<file path="src/rtl/reg_write_arbiter.sv">
// Round-robin arbiter for the register bank's single write port; drives registered one-hot wr_en and wr_data.
// Define REG_ARB_LOCK_EN to build the LOCKED state and burst counter that honour `lock` and MAX_BURST.
module reg_write_arbiter #(
    parameter int unsigned NREQ      = 4,
    parameter int unsigned WIDTH     = 8,
    parameter int unsigned NREGS     = 8,
    parameter int unsigned AW        = 3,
    parameter int unsigned MAX_BURST = 4
) (
    input  logic                    clk,
    input  logic                    rst,
    input  logic [NREQ-1:0]         req,
    input  logic [NREQ-1:0]         lock,
    input  logic [NREQ*AW-1:0]      addr,
    input  logic [NREQ*WIDTH-1:0]   data,
    output logic [NREQ-1:0]         ack,
    output logic [NREGS-1:0]        wr_en,
    output logic [WIDTH-1:0]        wr_data,
    output logic [2:0]              owner,
    output logic                    locked
);

    logic [2:0]       ptr_q, ptr_d;
    logic [NREGS-1:0] wr_en_q, wr_en_d;
    logic [WIDTH-1:0] wr_data_q, wr_data_d;
    logic [2:0]       gnt_idx;
    logic             xfer;
    logic             rr_mode;
    logic [AW-1:0]    g_addr;
    logic [WIDTH-1:0] g_data;

`ifdef REG_ARB_LOCK_EN
    typedef enum logic {IDLE, LOCKED} state_t;
    state_t     state_q, state_d;
    logic [3:0] burst_q, burst_d;
    logic       req_ptr, lock_ptr, lock_g;

    always_comb begin
        req_ptr  = 1'b0;
        lock_ptr = 1'b0;
        lock_g   = 1'b0;
        for (int unsigned i = 0; i < NREQ; i++) begin
            if (ptr_q == 3'(i)) begin
                req_ptr  = req[i];
                lock_ptr = lock[i];
            end
            if (gnt_idx == 3'(i)) lock_g = lock[i];
        end
    end

    assign rr_mode = (state_q == IDLE);
    assign locked  = (state_q == LOCKED);

    always_comb begin
        state_d = state_q;
        burst_d = burst_q;
        case (state_q)
            IDLE: begin
                if (xfer && lock_g && (MAX_BURST > 1)) begin
                    state_d = LOCKED;
                    burst_d = 4'd1;
                end
            end
            LOCKED: begin
                if (!req_ptr || !lock_ptr) begin
                    state_d = IDLE;
                    burst_d = '0;
                end else begin
                    burst_d = burst_q + 4'd1;
                    if (burst_q + 4'd1 == 4'(MAX_BURST)) begin
                        state_d = IDLE;
                        burst_d = '0;
                    end
                end
            end
            default: begin
                state_d = IDLE;
                burst_d = '0;
            end
        endcase
    end

    always_ff @(posedge clk) begin
        if (rst) begin
            state_q <= IDLE;
            burst_q <= '0;
        end else begin
            state_q <= state_d;
            burst_q <= burst_d;
        end
    end
`else
    localparam int unsigned UNUSED_MAX_BURST = MAX_BURST;
    logic unused_lock;
    assign unused_lock = ^lock;
    assign rr_mode     = 1'b1;
    assign locked      = 1'b0;
`endif

    // Descending scan so the nearest requester after ptr is the last (winning) assignment.
    always_comb begin
        gnt_idx = ptr_q;
        xfer    = 1'b0;
        if (!rst) begin
            if (rr_mode) begin
                for (int unsigned k = NREQ; k >= 1; k--) begin
                    if (req[(32'(ptr_q) + k) % NREQ]) begin
                        gnt_idx = 3'((32'(ptr_q) + k) % NREQ);
                        xfer    = 1'b1;
                    end
                end
            end else begin
                for (int unsigned i = 0; i < NREQ; i++) begin
                    if (ptr_q == 3'(i) && req[i]) xfer = 1'b1;
                end
            end
        end
    end

    always_comb begin
        ack    = '0;
        g_addr = '0;
        g_data = '0;
        for (int unsigned i = 0; i < NREQ; i++) begin
            if (gnt_idx == 3'(i)) begin
                ack[i] = xfer;
                g_addr = addr[i*AW +: AW];
                g_data = data[i*WIDTH +: WIDTH];
            end
        end
    end

    always_comb begin
        wr_en_d = '0;
        for (int unsigned r = 0; r < NREGS; r++) begin
            wr_en_d[r] = xfer && (g_addr == AW'(r));
        end
        wr_data_d = xfer ? g_data : wr_data_q;
        ptr_d     = xfer ? gnt_idx : ptr_q;
    end

    always_ff @(posedge clk) begin
        if (rst) begin
            ptr_q     <= 3'(NREQ - 1);
            wr_en_q   <= '0;
            wr_data_q <= '0;
        end else begin
            ptr_q     <= ptr_d;
            wr_en_q   <= wr_en_d;
            wr_data_q <= wr_data_d;
        end
    end

    assign wr_en   = wr_en_q;
    assign wr_data = wr_data_q;
    assign owner   = ptr_q;

endmodule
</file>
<file path="config.mk">
export PLATFORM = sky130hd
export DESIGN_NAME = reg_write_arbiter
export DESIGN_NICKNAME = d
export VERILOG_FILES = /design/src/rtl/reg_write_arbiter.sv
export SDC_FILE = /design/constraint.sdc
export NUM_CORES = 1
export LEC_CHECK = 0
export CAP_MARGIN = 25
export CORE_MARGIN = 2
export CORE_UTILIZATION = 39
export DETAILED_ROUTE_END_ITERATION = 12
export PLACE_DENSITY_LB_ADDON = 0.12
export SLEW_MARGIN = 20
export SYNTH_ARGS = -nofsm -noshare
export SYNTH_HDL_FRONTEND = slang
export SYNTH_SLANG_ARGS = --single-unit
</file>
<file path="constraint.sdc">
create_clock -name clk -period 6.1 [get_ports clk]
set_clock_uncertainty 0.15 [all_clocks]
set_input_delay 1.22 -clock clk [delete_from_list [all_inputs] [get_ports clk]]
set_output_delay 1.22 -clock clk [all_outputs]
set_load 0.05 [all_outputs]
</file>
# Word level (Yosys, flattened, before mapping)

Index checks and enable logic that the tools add are counted.

Register bits after elaboration: 19

Add/sub/neg operators: 4
Magnitude comparators: 4
Eq/ne operators: 10
Mux-type cells: 30
Reductions and logical operators: 10

Operators with widths:

| kind                                                                         | count |
|---|---|
| 8-bit 2-to-1 mux                                                             | 4 |
| 3-bit 2-to-1 mux                                                             | 9 |
| 1-bit 2-to-1 mux                                                             | 13 |
| 3-bit by 2-bit equality test with 1-bit output, second input constant        | 4 |
| 3-bit equality test, second input constant                                   | 4 |
| 2-bit by 3-bit less-than comparator with 1-bit output, second input constant | 4 |
| 1-bit binary-select mux with 2-bit select                                    | 4 |
| 1-bit logical AND                                                            | 8 |
| 3-bit by 1-bit equality test with 1-bit output, second input constant        | 2 |
| 3-bit logical NOT                                                            | 2 |
| 2-bit by 1-bit adder with 2-bit output, second input constant                | 2 |
| 2-bit adder, second input constant                                           | 2 |

# Longest topological paths before layout

Word-level depth: 15
Mapped depth: 8
Gate-level depth less buffers: 6

# Worst setup path before layout

Ideal clock, no wire load.

Kind: in2out
Start point: in req[3]
End point: out ack[1]
Arrival: 3.283 ns
Required time: 4.730 ns
Slack: 1.447 ns
Stages: 6
Buffers on the path: 1
Cell sequence: nand4bb_1 -> nand2_1 -> a2111oi_4 -> xnor2_2 -> buf_6 -> nor3_1

Longest elaborated chain between the ends: 9
Elaborated cells between the ends (all ways): 20

RTL lines:

| element                                        | RTL line | source |
|---|---|---|
| from (decl)                                    | 12       | `input logic [NREQ-1:0] req,` |
| 1-bit binary-select mux with 2-bit select      | 107      | `if (req[(32'(ptr_q) + k) % NREQ]) begin` |
| 1-bit 2-to-1 mux (not written as such)         | 107      |  |
| 3-bit 2-to-1 mux (4 in a row)                  | 107      |  |
| 3-bit 2-to-1 mux                               | 104      | `if (!rst) begin` |
| 3-bit by 1-bit equality test with 1-bit output | 125      | `if (gnt_idx == 3'(i)) begin` |
| 1-bit 2-to-1 mux (*)                           | 125      |  |
| to (decl)                                      | 16       | `output logic [NREQ-1:0] ack,` |

Every way passes the cells marked *; elsewhere a longest branch is shown, timed or not. The select of a mux whose other input is x is not followed.

# Worst setup path in the final report

Start point: in req[2]
End point: out ack[0]

Longest elaborated chain between the ends: 9
Elaborated cells between the ends (all ways): 20

RTL lines:

| element                                   | RTL line |
|---|---|
| 1-bit binary-select mux with 2-bit select | 107 |
| 1-bit 2-to-1 mux (not written as such)    | 107 |
| 3-bit 2-to-1 mux (4 in a row)             | 107 |
| 3-bit 2-to-1 mux                          | 104 |
| 3-bit logical NOT                         | 125 |
| 1-bit 2-to-1 mux (*)                      | 125 |

Marked as above.

==> metrics.log <==
[metrics] power density relative to cell area: 241 mW/mm^2
[metrics] final number of setup-violating endpoints: 0
[metrics] fmax: 0.189 GHz
[metrics] cell depth of the worst min-delay path: 1
[metrics] pin slew with the least headroom to its limit: 0.619 ns
[metrics] worst reg2reg path depth: 6
[metrics] HPWL reported at the end of detailed placement: 2.72 mm
[metrics] Synth Cell Area: 0.00120 sq mm
[metrics] overall track demand over capacity in global routing: 18.5%
[metrics] drt drc: 0
[metrics] source-to-sink clock delay at the later pin of the worst-skew pair: 0.29 ns
[metrics] largest net degree at the start of global routing: 20
[metrics] number of nets with antenna violations after detailed routing: 0
[metrics] type of the tightest min-delay check: reg2reg
[metrics] Yosys cell types: 31
[metrics] data required time of the worst path: 4.73 ns
[metrics] clock buffer count from CTS: 3
[metrics] area of the placeable core: 0.00300 sq mm
[metrics] final core utilization: 66.0%
[metrics] Inst Count DP: 218
[metrics] average cell area after synthesis: 10.3 sq um
[metrics] Total Neg Setup Slack: 0 ns
[metrics] Max-cap violations: 0
[metrics] startpoint types: primary input
[metrics] number of antenna violations at the first check in global routing: 0
[metrics] leading cell type in the layout, fill and taps excluded: sky130_fd_sc_hd__clkdlybuf4s50_1
[metrics] Lkg Pwr: 0.749 nW
[metrics] area fraction in and, or, nand and nor cells after synthesis: 20.1%
[metrics] xor and xnor fraction of the mapped netlist area: 1.35%
[metrics] number of global-route vias before repair: 1110
[metrics] number of warning messages in the yosys log: 0
[metrics] clock tree from TritonCTS: done
[metrics] number of flip-flops and latches in the synthesized netlist: 19
[metrics] Clock transition at path regs: 0.11 ns
[metrics] filler-free cell count of the finished design: 223
[metrics] reg-to-reg slack, setup: 3.52 ns
[metrics] y dimension of the die: 59.6 um
[metrics] total inserted antenna cells: 0
[metrics] starting utilization of the core area: 40.1%
[metrics] number of buffers inserted by hold repair at cts: 0
[metrics] most used cells in the layout excluding fill and tap cells: sky130_fd_sc_hd__clkdlybuf4s50_1, sky130_fd_sc_hd__dfxtp_1, sky130_fd_sc_hd__nor2_1, sky130_fd_sc_hd__nand2b_1
[metrics] fraction of layout cells with a size suffix above 1: 11.1%
[metrics] quantity of I/O buffers inserted on ports: 72
[metrics] average wire length per cell after detail routing: 15.1 um
[metrics] worst IR drop on VDD: 0.110 mV
[metrics] global route total overflow: 0
[metrics] wirelength, routed: 3.38 mm
[metrics] CTS H-Tree Depth: 1
[metrics] start point of the worst min-delay path: owner[2]
[metrics] Chip Width: 59.6 um
[metrics] compound-cell area share of the yosys netlist: 16.9%
[metrics] number of nets in the synthesized netlist: 171
[metrics] vias after detailed routing: 1212
[metrics] maximum root-to-sink buffer count: 2
[metrics] signed area change from the synthesized netlist to the final layout: 64.5%
[metrics] total number of placement rows: 20
[metrics] total setup buffers inserted after CTS: 0
[metrics] minimum setup slack after placement: 0.502 ns
[metrics] clock sinks: 19
[metrics] mux contribution to synthesized area: 26.2%
[metrics] number of I/O pins: 78
[metrics] unrepaired setup endpoints after global routing: false
[metrics] post-route setup slack: 0.812 ns
[metrics] run status: completed
[metrics] worst reg2reg startpoint: owner[0]
[metrics] final hold violations: 0
[metrics] gpl congestion: 0.812
[metrics] overall die area: 0.00355 sq mm
[metrics] average via count per standard cell: 5.43
[metrics] buffer cell driving the clock tree root: sky130_fd_sc_hd__clkbuf_4
[metrics] Post-Syn Instances: 117
[metrics] synthesized-area fraction occupied by adder cells: 0%
[metrics] final slew viol count: 0
[metrics] main combinational cell family by area after synthesis: multiplexers
[metrics] highest net fanout along the worst path: 11
[metrics] count of TritonRoute iterations in the first routing pass: 4
[metrics] minimum clock period after layout: 5.29 ns
[metrics] Period Utilization, post-route: 86.7%
[metrics] first-pass GRT wire length: 4.93 mm
[metrics] category of the most critical setup path: in2out
[metrics] Slew HR: 58.6%
[metrics] sequential-to-total area share from yosys stat: 31.6%
[metrics] category of the worst setup path capture point: output port
[metrics] Crit Reg-Reg Endpoint: wr_data[0]
[metrics] number of DRC violations after detailed-routing iteration 0: 56
[metrics] data arrival time at the worst-slack endpoint: 3.92 ns
[metrics] worst hold path endpoint: owner[2]
[metrics] Nets: 245
[metrics] number of gates resized after CTS: 0
[flip-flops by register name (all words and copies together) (netlist names)]
| register | cells |
|---|---|
| owner | 3 |
| wr_data | 8 |
| wr_en | 8 |
[through the flow]
step	instance area, sq um	hold WS (ns)	power [mW]
after floorplan	1200	0.563	0.325
after global placement	1940	0.294	0.411
after detailed placement	1940	0.302	0.415
after CTS	1970	0.332	0.479
after global routing	1980	0.342	0.500
final	1980	0.329	0.477
[layer usage]
layer	global-route usage, %	up-vias	wire (um)
met4	6.98	0	53
met1	19.8	570	1320
met5	0	-	0
li1	-	589	-
met2	34.7	49	1750
met3	4.15	4	257
[synthesized netlist by cell type]
cell type | instances | area [sq um]
sky130_fd_sc_hd__dfxtp_1 | 19 | 380
sky130_fd_sc_hd__nor2_1 | 16 | 60.1
sky130_fd_sc_hd__nand2b_1 | 15 | 93.8
sky130_fd_sc_hd__a21oi_1 | 8 | 40.0
sky130_fd_sc_hd__a22o_1 | 8 | 70.1
sky130_fd_sc_hd__mux4_2 | 8 | 180
sky130_fd_sc_hd__nand2_1 | 8 | 30.0
sky130_fd_sc_hd__mux2i_1 | 3 | 30.0
sky130_fd_sc_hd__mux4_1 | 3 | 78.8
sky130_fd_sc_hd__a32oi_1 | 2 | 17.5
sky130_fd_sc_hd__and3_1 | 2 | 12.5
sky130_fd_sc_hd__buf_4 | 2 | 15.0
sky130_fd_sc_hd__clkbuf_1 | 2 | 7.51
sky130_fd_sc_hd__nand3_1 | 2 | 10.0
sky130_fd_sc_hd__nor3_1 | 2 | 10.0
sky130_fd_sc_hd__o211ai_1 | 2 | 15.0
sky130_fd_sc_hd__a2111oi_4 | 1 | 27.5
sky130_fd_sc_hd__a211oi_1 | 1 | 7.51
sky130_fd_sc_hd__a221o_1 | 1 | 10.0
sky130_fd_sc_hd__and2_1 | 1 | 6.26
sky130_fd_sc_hd__buf_2 | 1 | 5.00
sky130_fd_sc_hd__buf_6 | 1 | 11.3
sky130_fd_sc_hd__conb_1 | 1 | 3.75
sky130_fd_sc_hd__inv_2 | 1 | 3.75
sky130_fd_sc_hd__mux2_2 | 1 | 11.3
sky130_fd_sc_hd__mux2_4 | 1 | 15.0
sky130_fd_sc_hd__nand4b_1 | 1 | 8.76
sky130_fd_sc_hd__nand4bb_1 | 1 | 11.3
sky130_fd_sc_hd__o21ai_2 | 1 | 8.76
sky130_fd_sc_hd__o21bai_1 | 1 | 7.51
sky130_fd_sc_hd__xnor2_2 | 1 | 16.3
[area by class of cell]
cell class	instances	area, sq um
Multi-Input combinational cell	91	782
Fill cell	255	1020
Inverter	1	3.75
Timing Repair Buffer	75	747
Clock buffer	3	22.5
Sequential cell	19	380
Clock inverter	1	5.00
Tap cell	33	41.3
[where the power goes]
part	internal (mW)	switching, mW
Combinational	0.121	0.141
Clock	0.0244	0.0384
Sequential	0.141	0.0120
Total	0.286	0.191
[worst max-delay path, stage by stage]
cell and delay (ns):
sky130_fd_sc_hd__clkdlybuf4s50_1 0.50, sky130_fd_sc_hd__nand2b_1 0.07, sky130_fd_sc_hd__a211oi_1 0.38, sky130_fd_sc_hd__a2111oi_4 0.07, sky130_fd_sc_hd__xnor2_2 0.47, sky130_fd_sc_hd__buf_6 0.24, sky130_fd_sc_hd__and3_1 0.15, sky130_fd_sc_hd__clkdlybuf4s50_1 0.81
[how the worst max path moves through the flow]
| stage | from | to | slack [ns] | cells after the start |
|---|---|---|---|---|
| after floorplan | req[3] | ack[1] | 1.45 | 6 |
| after global placement | req[2] | ack[0] | 0.58 | 7 |
| after detailed placement | req[2] | ack[2] | 0.50 | 7 |
| after CTS | req[2] | ack[2] | 0.53 | 7 |
| after global routing | req[3] | ack[0] | 0.69 | 8 |
| final | req[2] | ack[0] | 0.81 | 8 |
[cell families after synthesis]
kind of cell / after synthesis
AO/OA/AOI/OAI: 25
XOR/XNOR: 1
buffers and inverters: 7
flip-flops: 19
multiplexers: 16
other: 1
AND/OR/NAND/NOR: 48
Power figures use the tool's default switching activity.
